`src/rtl/command_buffer_arbiter.sv`:
```
// command_buffer_arbiter: shares the PSL command port among the restart, wed, read and write buffers under credit flow control
//
// Ports
//   clock, rstn      clock and asynchronous active-low reset
//   enabled          arbitration allowed; low forces the ARB_RESET state
//   command_room     PSL initial credit count, sampled in ARB_INIT
//   request          per-buffer request: [0]=restart [1]=wed [2]=read [3]=write
//   command_in       head line of each buffer, valid the cycle after its grant
//   credit_valid     credit_return carries a credit delta this cycle
//   credit_return    signed credit delta from the response
//   grant            registered one-hot pop strobe
//   command_out      registered command toward the PSL, qualified by .valid
//   grant_count      per-requester grant counters (ARB_GRANT_COUNTERS_EN only)
//   credits          currently available credits
//   credit_error     sticky credit underflow/overflow flag
//
// Optional feature: define ARB_GRANT_COUNTERS_EN to add the grant_count output.

package command_buffer_arbiter_pkg;
  typedef struct packed {
    logic        valid;
    logic [12:0] command;
    logic [7:0]  tag;
    logic [11:0] size;
    logic [63:0] address;
  } CommandBufferLine;
endpackage

module command_buffer_arbiter
  import command_buffer_arbiter_pkg::*;
#(
  parameter int NUM_REQ     = 4,
  parameter int CREDIT_BITS = 8,
  parameter int RR_INIT     = 2
) (
  input  logic                            clock,
  input  logic                            rstn,
  input  logic                            enabled,
  input  logic [CREDIT_BITS-1:0]          command_room,
  input  logic [NUM_REQ-1:0]              request,
  input  CommandBufferLine [NUM_REQ-1:0]  command_in,
  input  logic                            credit_valid,
  input  logic signed [8:0]               credit_return,
  output logic [NUM_REQ-1:0]              grant,
  output CommandBufferLine                command_out,
`ifdef ARB_GRANT_COUNTERS_EN
  output logic [NUM_REQ-1:0][31:0]        grant_count,
`endif
  output logic [CREDIT_BITS-1:0]          credits,
  output logic                            credit_error
);

  typedef enum logic [1:0] {ARB_RESET, ARB_INIT, ARB_IDLE, ARB_GRANT} state_t;

  // Credit math is done two bits wider and signed so that underflow and
  // overflow past the captured room are both visible before clamping.
  localparam int SW = CREDIT_BITS + 2;

  state_t                   state_q, state_d;
  logic [CREDIT_BITS-1:0]   credits_q, credits_d;
  logic [CREDIT_BITS-1:0]   room_q, room_d;
  logic                     err_q, err_d;
  logic                     rr_write_q, rr_write_d;
  logic [NUM_REQ-1:0]       grant_q, grant_d;
  logic [NUM_REQ-1:0]       pend_q;
  CommandBufferLine         cmd_q, cmd_d, sel;
  logic signed [SW-1:0]     ret_ext, eff, nxt;
  logic                     active, can_grant, rw_write, under, over;
  logic [1:0]               win;

  always_comb begin
    ret_ext   = credit_valid ? {{(SW-9){credit_return[8]}}, credit_return} : '0;
    eff       = $signed({2'b00, credits_q}) + ret_ext;
    active    = enabled && (state_q == ARB_IDLE || state_q == ARB_GRANT);
    // A credit returned this cycle is already usable for this cycle's grant.
    can_grant = active && !eff[SW-1] && |eff;
    // Read and write alternate; a lone requester wins regardless of the pointer.
    rw_write  = request[3] && (!request[2] || rr_write_q);
    win       = request[0] ? 2'd0 : request[1] ? 2'd1 : rw_write ? 2'd3 : 2'd2;
    grant_d   = (can_grant && |request) ? NUM_REQ'(1) << win : '0;
    rr_write_d = grant_d[2] ? 1'b1 : grant_d[3] ? 1'b0 : rr_write_q;
    nxt       = eff - $signed({{(SW-1){1'b0}}, |grant_d});
    under     = nxt[SW-1];
    over      = !under && (nxt > $signed({2'b00, room_q}));
    room_d    = (enabled && state_q == ARB_INIT) ? command_room : room_q;
    credits_d = !enabled ? '0 :
                state_q == ARB_INIT ? command_room :
                !active ? '0 :
                under ? '0 :
                over ? room_q : nxt[CREDIT_BITS-1:0];
    err_d     = state_q == ARB_RESET ? 1'b0 : err_q | (active & (under | over));
    state_d   = !enabled ? ARB_RESET :
                state_q == ARB_RESET ? ARB_INIT :
                state_q == ARB_INIT ? ARB_IDLE :
                |grant_d ? ARB_GRANT : ARB_IDLE;
  end

  // The line of the buffer granted last cycle is on command_in now; capture it
  // even if arbitration has since been disabled.
  always_comb begin
    sel = '0;
    for (int i = 0; i < NUM_REQ; i++) sel = pend_q[i] ? command_in[i] : sel;
    cmd_d = '0;
    if (|pend_q) begin
      cmd_d = sel;
      cmd_d.valid = 1'b1;
    end
  end

  always_ff @(posedge clock or negedge rstn) begin
    if (!rstn) begin
      state_q    <= ARB_RESET;
      credits_q  <= '0;
      room_q     <= '0;
      err_q      <= 1'b0;
      rr_write_q <= (RR_INIT == 3);
      grant_q    <= '0;
      pend_q     <= '0;
      cmd_q      <= '0;
    end else begin
      state_q    <= state_d;
      credits_q  <= credits_d;
      room_q     <= room_d;
      err_q      <= err_d;
      rr_write_q <= rr_write_d;
      grant_q    <= grant_d;
      pend_q     <= grant_q;
      cmd_q      <= cmd_d;
    end
  end

`ifdef ARB_GRANT_COUNTERS_EN
  logic [NUM_REQ-1:0][31:0] cnt_q;

  always_ff @(posedge clock or negedge rstn) begin
    if (!rstn) cnt_q <= '0;
    else
      for (int i = 0; i < NUM_REQ; i++)
        cnt_q[i] <= state_q == ARB_RESET ? 32'd0 : cnt_q[i] + 32'(grant_d[i]);
  end

  assign grant_count = cnt_q;
`endif

  assign grant        = grant_q;
  assign command_out  = cmd_q;
  assign credits      = credits_q;
  assign credit_error = err_q;

endmodule

```
`config.mk`:
```
export PLATFORM = sky130hd
export DESIGN_NAME = command_buffer_arbiter
export DESIGN_NICKNAME = d
export VERILOG_FILES = /design/src/rtl/command_buffer_arbiter.sv
export SDC_FILE = /design/constraint.sdc
export NUM_CORES = 1
export LEC_CHECK = 0
export ABC_CLOCK_PERIOD_IN_PS = 7050
export CAP_MARGIN = 20
export CORE_AREA = 2 2 206 208
export DETAILED_ROUTE_END_ITERATION = 8
export DIE_AREA = 0 0 208 210
export GPL_TIMING_DRIVEN = 1
export SYNTH_ARGS = -nofsm -noshare
export SYNTH_HDL_FRONTEND = slang
export SYNTH_SLANG_ARGS = --single-unit
```
`constraint.sdc`:
```
create_clock -name clock -period 7.05 [get_ports clock]
set_input_delay 1.0575 -clock clock [delete_from_list [all_inputs] [get_ports clock]]
set_output_delay 1.0575 -clock clock [all_outputs]
set_load 0.05 [all_outputs]
```
---- Yosys cells after proc, flatten, opt, wreduce, memory -nomap -nowiden ----
Cells that the tools add are included.
word-level totals
  memories kept ........................... 0
  word-level logic and storage cells ...... 62
  bits in latches ......................... 0
  output and inout port bits .............. 111
  flip-flop bits (word level) ............. 126
  RAM bits ................................ 0
  memory bits (read-only) ................. 0
cells by class
  bitwise gates (word level) .............. 3
  mux-type cells .......................... 22
  order comparisons ....................... 1
  shift-type cells ........................ 1
  reduce and logical (&&, ||, !) cells .... 18
  divide/modulo/power cells ............... 0
  equality and inequality tests ........... 3
  add/subtract/negate cells ............... 2
  multipliers ............................. 0
operators with widths
  cell                                             number
  2-to-1 mux 97 bit                                4
  2-to-1 mux 98 bit                                1
  2-to-1 mux 8 bit                                 5
  OR reduction 4 bit                               3
  adder 9 x 10 -> 10 bit                           1
  greater-than comparator 10 x 9 -> 1 bit          1
  2-to-1 mux 10 bit                                1
  OR reduction 10 bit                              1
  subtractor 10 x 2 -> 10 bit                      1
  2-to-1 mux 2 bit                                 4
  logical AND 1 bit                                7
  2-to-1 mux 1 bit                                 6
  == test 2 bit, second input constant             2
  2-to-1 mux 4 bit                                 1
  << shifter 1 x 2 -> 4 bit, first input constant  1
  zero test 1 bit                                  3
  == test 2 x 1 -> 1 bit, second input constant    1
  zero test 2 bit                                  1
  logical OR 1 bit                                 2
  OR 1 bit                                         2
  nonzero test 2 bit                               1
  AND 1 bit                                        1

---- Longest topological paths before layout ----
  depth in word-level cells ............... 17
  gate-level depth with buffers ........... 25

---- Worst setup path after synthesis ----
No wires, ideal clock.
  path kind ............................... input to register
  start ................................... input port credit_return[0]
  end ..................................... register credits_q[0] (netlist: credits[0])
  path slack .............................. 1355 ps
  stages on the path ...................... 25
  buffers on the path ..................... 0
  data arrival time ....................... 5617 ps
  cells stage by stage .................... and2_1 > ha_1 > fa_1 > a21o_1 > a211oi_1 > nor2_1 > nor4_1 > nand2_1 > o211a_1 > ha_1 > ha_1 > nand2_1 > nor4_1 > o22ai_1 > nor2_1 > xor2_1 > ha_1 > nand3_1 > nor2_1 > nand4_1 > o21ai_0 > a21oi_1 > nor2_4 > mux2_1 > o21ai_1
between the ends
  word-level cells in the longest chain between the ends .. 16
  elaborated cells on any way between the ends .. 18
  classes of those cells .................. add/sub (2); order compare (1); mux (7); reduce/logical (8)
RTL lines
  element                                                                      line  RTL
  start, declared                                                              43    input logic signed [8:0] credit_return,
  2-to-1 mux 10 bit *                                                          72    ret_ext = credit_valid ? {{(SW-9){credit_return[8]}}, credit_return} : '0;
  adder 9 x 10 -> 10 bit *                                                     73    eff = $signed({2'b00, credits_q}) + ret_ext;
  parallel branches: the longest is 6 deep, another holds OR reduction 10 bit  -
  subtractor 10 x 2 -> 10 bit *                                                82    nxt = eff - $signed({{(SW-1){1'b0}}, |grant_d});
  greater-than comparator 10 x 9 -> 1 bit or zero test 1 bit (tied branches)   84    over = !under && (nxt > $signed({2'b00, room_q}));
  logical AND 1 bit                                                            84
  2-to-1 mux 8 bit                                                             90    over ? room_q : nxt[CREDIT_BITS-1:0];
  2-to-1 mux 8 bit *                                                           89    under ? '0 :
  2-to-1 mux 8 bit *                                                           88    !active ? '0 :
  2-to-1 mux 8 bit *                                                           87    state_q == ARB_INIT ? command_room :
  2-to-1 mux 8 bit *                                                           86    credits_d = !enabled ? '0 :
  net credits_d[0]                                                             60    logic [CREDIT_BITS-1:0] credits_q, credits_d;
  end signal, assigned                                                         122   credits_q <= credits_d;
  end, declared                                                                60
Mark *: on every way through the listed nets, which the timed path passes.
A chain may end at the register's enable or synchronous reset.

---- Worst setup path in the final report ----
  start ................................... input port credit_valid
  end ..................................... register credits_q[0] (netlist: credits[0])
between the ends
  word-level cells in the longest chain between the ends .. 16
  elaborated cells on any way between the ends .. 18
  classes of those cells .................. add/sub (2); order compare (1); mux (7); reduce/logical (8)
RTL lines
  element                                                                      line  RTL
  start, declared                                                              42    input logic credit_valid,
  2-to-1 mux 10 bit *                                                          72
  adder 9 x 10 -> 10 bit *                                                     73
  parallel branches: the longest is 6 deep, another holds OR reduction 10 bit  -
  subtractor 10 x 2 -> 10 bit *                                                82
  greater-than comparator 10 x 9 -> 1 bit or zero test 1 bit (tied branches)   84
  logical AND 1 bit                                                            84
  2-to-1 mux 8 bit                                                             90
  2-to-1 mux 8 bit *                                                           89
  2-to-1 mux 8 bit *                                                           88
  2-to-1 mux 8 bit *                                                           87
  2-to-1 mux 8 bit *                                                           86
  net credits_d[0]                                                             60
Marks and branches as above.

==> flow_summary_export.csv <==
group,metric,value,unit
status,outcome,"finished clean",
job,maxCapViolCount,0,
synth,synthesis.nets,1293,
critical_path,r2r-start,"credits[0]",
sta,skew,7.89,ps
route,drc,0,
route,vias,8109,
synth,synth_cell_types,47,
clocking,cts_buffers,17,
global_route,grt_pass1_wl,49.8,mm
clocking,cts_sinks,126,
critical_path,cp.arrival,6810,ps
critical_path,critPathKind,"in -> reg",
place,preCtsSetupSlack,170,ps
critical_path,cpMostUsedCell,"ha_1",
floorplanning,core,0.0415,mm^2
synth,synth_most_common_cell,"dfrtp_1",
sta,post-route-period-util,91.7,%
hold_path,hold_class,"reg -> reg",
finish,regArea,0.00316,mm^2
synth,netlist.area_leader.share,44.7,%
sta,max_slew_margin,31.3,%
critical_path,slowest_stage,"o41ai_1",
power,total_power,2.47,mW
global_route,track_usage,15.0,%
critical_path,crit_fanout,9,
floorplanning,die_h,210,um
critical_path,critPathLaunchType,"input port",
floorplanning,pin_count,528,
critical_path,reg2reg_depth,21,
global_route,antenna_found_initial,2,
sta,rsz0062_at_grt,"no",
critical_path,crit_path_end_kind,"flop",
sta,setup_tns,0,ps
power,p_per_area,184,mW/mm^2
clocking,ctsHtreeMaxLevel,4,
finish,post-route-util,32.4,%
place,portBuffers,523,
synth,synthFlopType,"dfrtp_1",
clocking,cts_setup_buffers,0,
sta,max_clock_freq,0.155,GHz
critical_path,endpoint,"credits[0]",
synth,yosysSeqAreaShare,44.7,%
sta,setup_viol,0,
critical_path,cp_cell_sequence,"clkdlybuf4s50_1, and2_1, ha_1, fa_1, a21o_1, a211oi_1, nor2_1, nor4_1, nand2_1, o211a_1, ha_1, ha_1, nand2_1, nor4_1, o41ai_1, ha_1, nand3_1, o22ai_1, nor3_1, a21oi_1, nor2_4, mux2_1, o21ai_1",
place,finalWeightedCongestion,0.872,
sta,final_hold_viol_count,0,
synth,ys_async_sr_fraction,100,%
sta,post-route-min-period,6460,ps
global_route,grt_max_degree,106,
synth,yosysWarningCount,0,
clocking,holdBufCountCts,0,
clocking,cts-root-buf,"clkbuf_16",
synth,synth_top_area_cell,"dfrtp_1",
finish,fill_cells,4346,
place,dp_hpwl,26.4,mm
route,first_pass_iters,5,
finish,drive_above_1_share,3.34,%
sta,drv_slew,0,
critical_path,cpPeakStageDelay,580,ps
synth,synth_area_per_cell,8.24,um^2
floorplanning,rows,75,
synth,postSynthCellCount,857,
sta,tightest_slew,1030,ps
synth,synth_area,0.00706,mm^2
clocking,clkTransAtPathRegs,60,ps
clocking,cts_tree,"yes",
floorplanning,initial_core_util,17.0,%
power,vdd_drop_max,0.140,mV
finish,multiInputGateArea,0.00358,mm^2
synth,synth.area.top_cells,"dfrtp_1, a22oi_1, o21ai_0",
critical_path,r2r_end,"credits[0]",
clocking,ctsResizeCount,0,
finish,nNetsFinal,1771,
floorplanning,dieArea,0.0437,mm^2
global_route,overflow,0,
floorplanning,die_x,208,um
route,ant_nets,0,
route,wl,33.9,mm
power,p_leak,5.39,nW
route,post_drt_wl_per_cell,17.9,um
synth,synthTopCellsByCount,"dfrtp_1, nand2_1, nor2_1",
sta,worst_slack,587,ps
finish,area_delta_synth_final,90.1,%
clocking,cts.path.max_buffers,2,
critical_path,regToRegSetupSlack,1520,ps
critical_path,required,7400,ps
route,drtIter0Drc,549,
critical_path,startpoint,"credit_valid",
global_route,grt_pass1_vias,8128,
synth,synth-edff-count,0,
route,viasPerCell,4.30,
synth,synth_seq_cells,126,
clocking,worst_skew_pair.late_latency,430,ps
layout make-up:
cell class | count | share of cell area (%)
Timing Repair Buffer | 529 | 39.4
Multi-Input combinational cell | 647 | 26.7
Sequential cell | 126 | 23.6
Tap cell | 539 | 5.03
Clock buffer | 20 | 3.33
Clock inverter | 10 | 1.59
Inverter | 14 | 0.392
Antenna cell | 2 | 0.0373
worst max-delay path: cells and delay by family:
| kind | cells | cell delay [ps] |
|---|---|---|
| buf+inv | 1 | 540 |
| fa+ha+maj | 5 | 1570 |
| compound gates | 7 | 1830 |
| mux | 1 | 360 |
| simple gates | 9 | 1440 |
state kept, by name (all words and copies together) (netlist names):
register,cells
credit_error,1
command_out,98
rr_write_q,1
credits,8
pend_q,4
state_q,2
room_q,8
grant,4
cell usage in the layout (no fill, tap or decap), drive strengths merged, types with 2 or more instances in the layout:
cell / Yosys / routed
nand4: 2 / 2
diode: 0 / 2
bufinv: 0 / 6
buf: 6 / 7
clkdlybuf4s50: 0 / 522
clkbuf: 64 / 20
nor4: 5 / 5
nand3: 8 / 8
a22oi: 96 / 96
a221oi: 2 / 2
o211a: 2 / 2
o21ai: 118 / 118
ha: 18 / 18
and2: 10 / 10
inv: 14 / 14
nor3: 2 / 2
a21boi: 2 / 2
o211ai: 2 / 2
xor2: 5 / 5
clkinv: 0 / 3
dfrtp: 126 / 126
nor2: 112 / 112
o22ai: 2 / 2
xnor2: 4 / 4
a211oi: 4 / 4
nor2b: 5 / 5
a21oi: 106 / 106
a21o: 5 / 5
o21a: 2 / 2
mux2i: 7 / 7
nand2: 117 / 117
worst min-delay path by stage:
stage / startpoint / end / slack (ps) / cells after the start
final: grant[3] / pend_q[3] / 400 / 0
after global routing: grant[3] / pend_q[3] / 420 / 0
after CTS: grant[0] / pend_q[0] / 410 / 0
after detailed placement: grant[0] / pend_q[0] / 390 / 0
after global placement: grant[0] / pend_q[0] / 370 / 0
after floorplan: rr_write_q / rr_write_q / 440 / 1
where the power goes:
group          switching [mW]  internal, mW  leakage (nW)  total [mW]
sequential             0.0286         0.770          1.72       0.799
combinational           0.317         0.342          3.36       0.660
clock                   0.341         0.670         0.316        1.01
layer usage:
metal / vias to the layer above / routed length (um) / track usage [%]
li1: 3994 / - / -
met1: 3759 / 14200 / 18.4
met2: 325 / 16600 / 25.1
met3: 31 / 2410 / 4.40
met4: 0 / 720 / 5.33
met5: - / 0 / 0
kinds of logic after synthesis:
| group | after synthesis | synth area share, % |
|---|---|---|
| flops | 126 | 44.7 |
| fa+ha+maj | 19 | 3.47 |
| mux | 8 | 1.15 |
| simple gates | 265 | 15.5 |
| compound gates | 346 | 29.4 |
| xor+xnor | 9 | 1.12 |
| buf+inv | 84 | 4.71 |
metrics by stage:
stage	hold slack, ps	area, um^2	instances
6_report	397	13400	1887
5_1_grt	424	13400	1887
3_5_place_dp	388	12800	1855
3_3_place_gp	369	12800	1855
2_1_floorplan	444	7060	857
4_1_cts	405	13400	1885
Power figures use the tool's default switching activity.
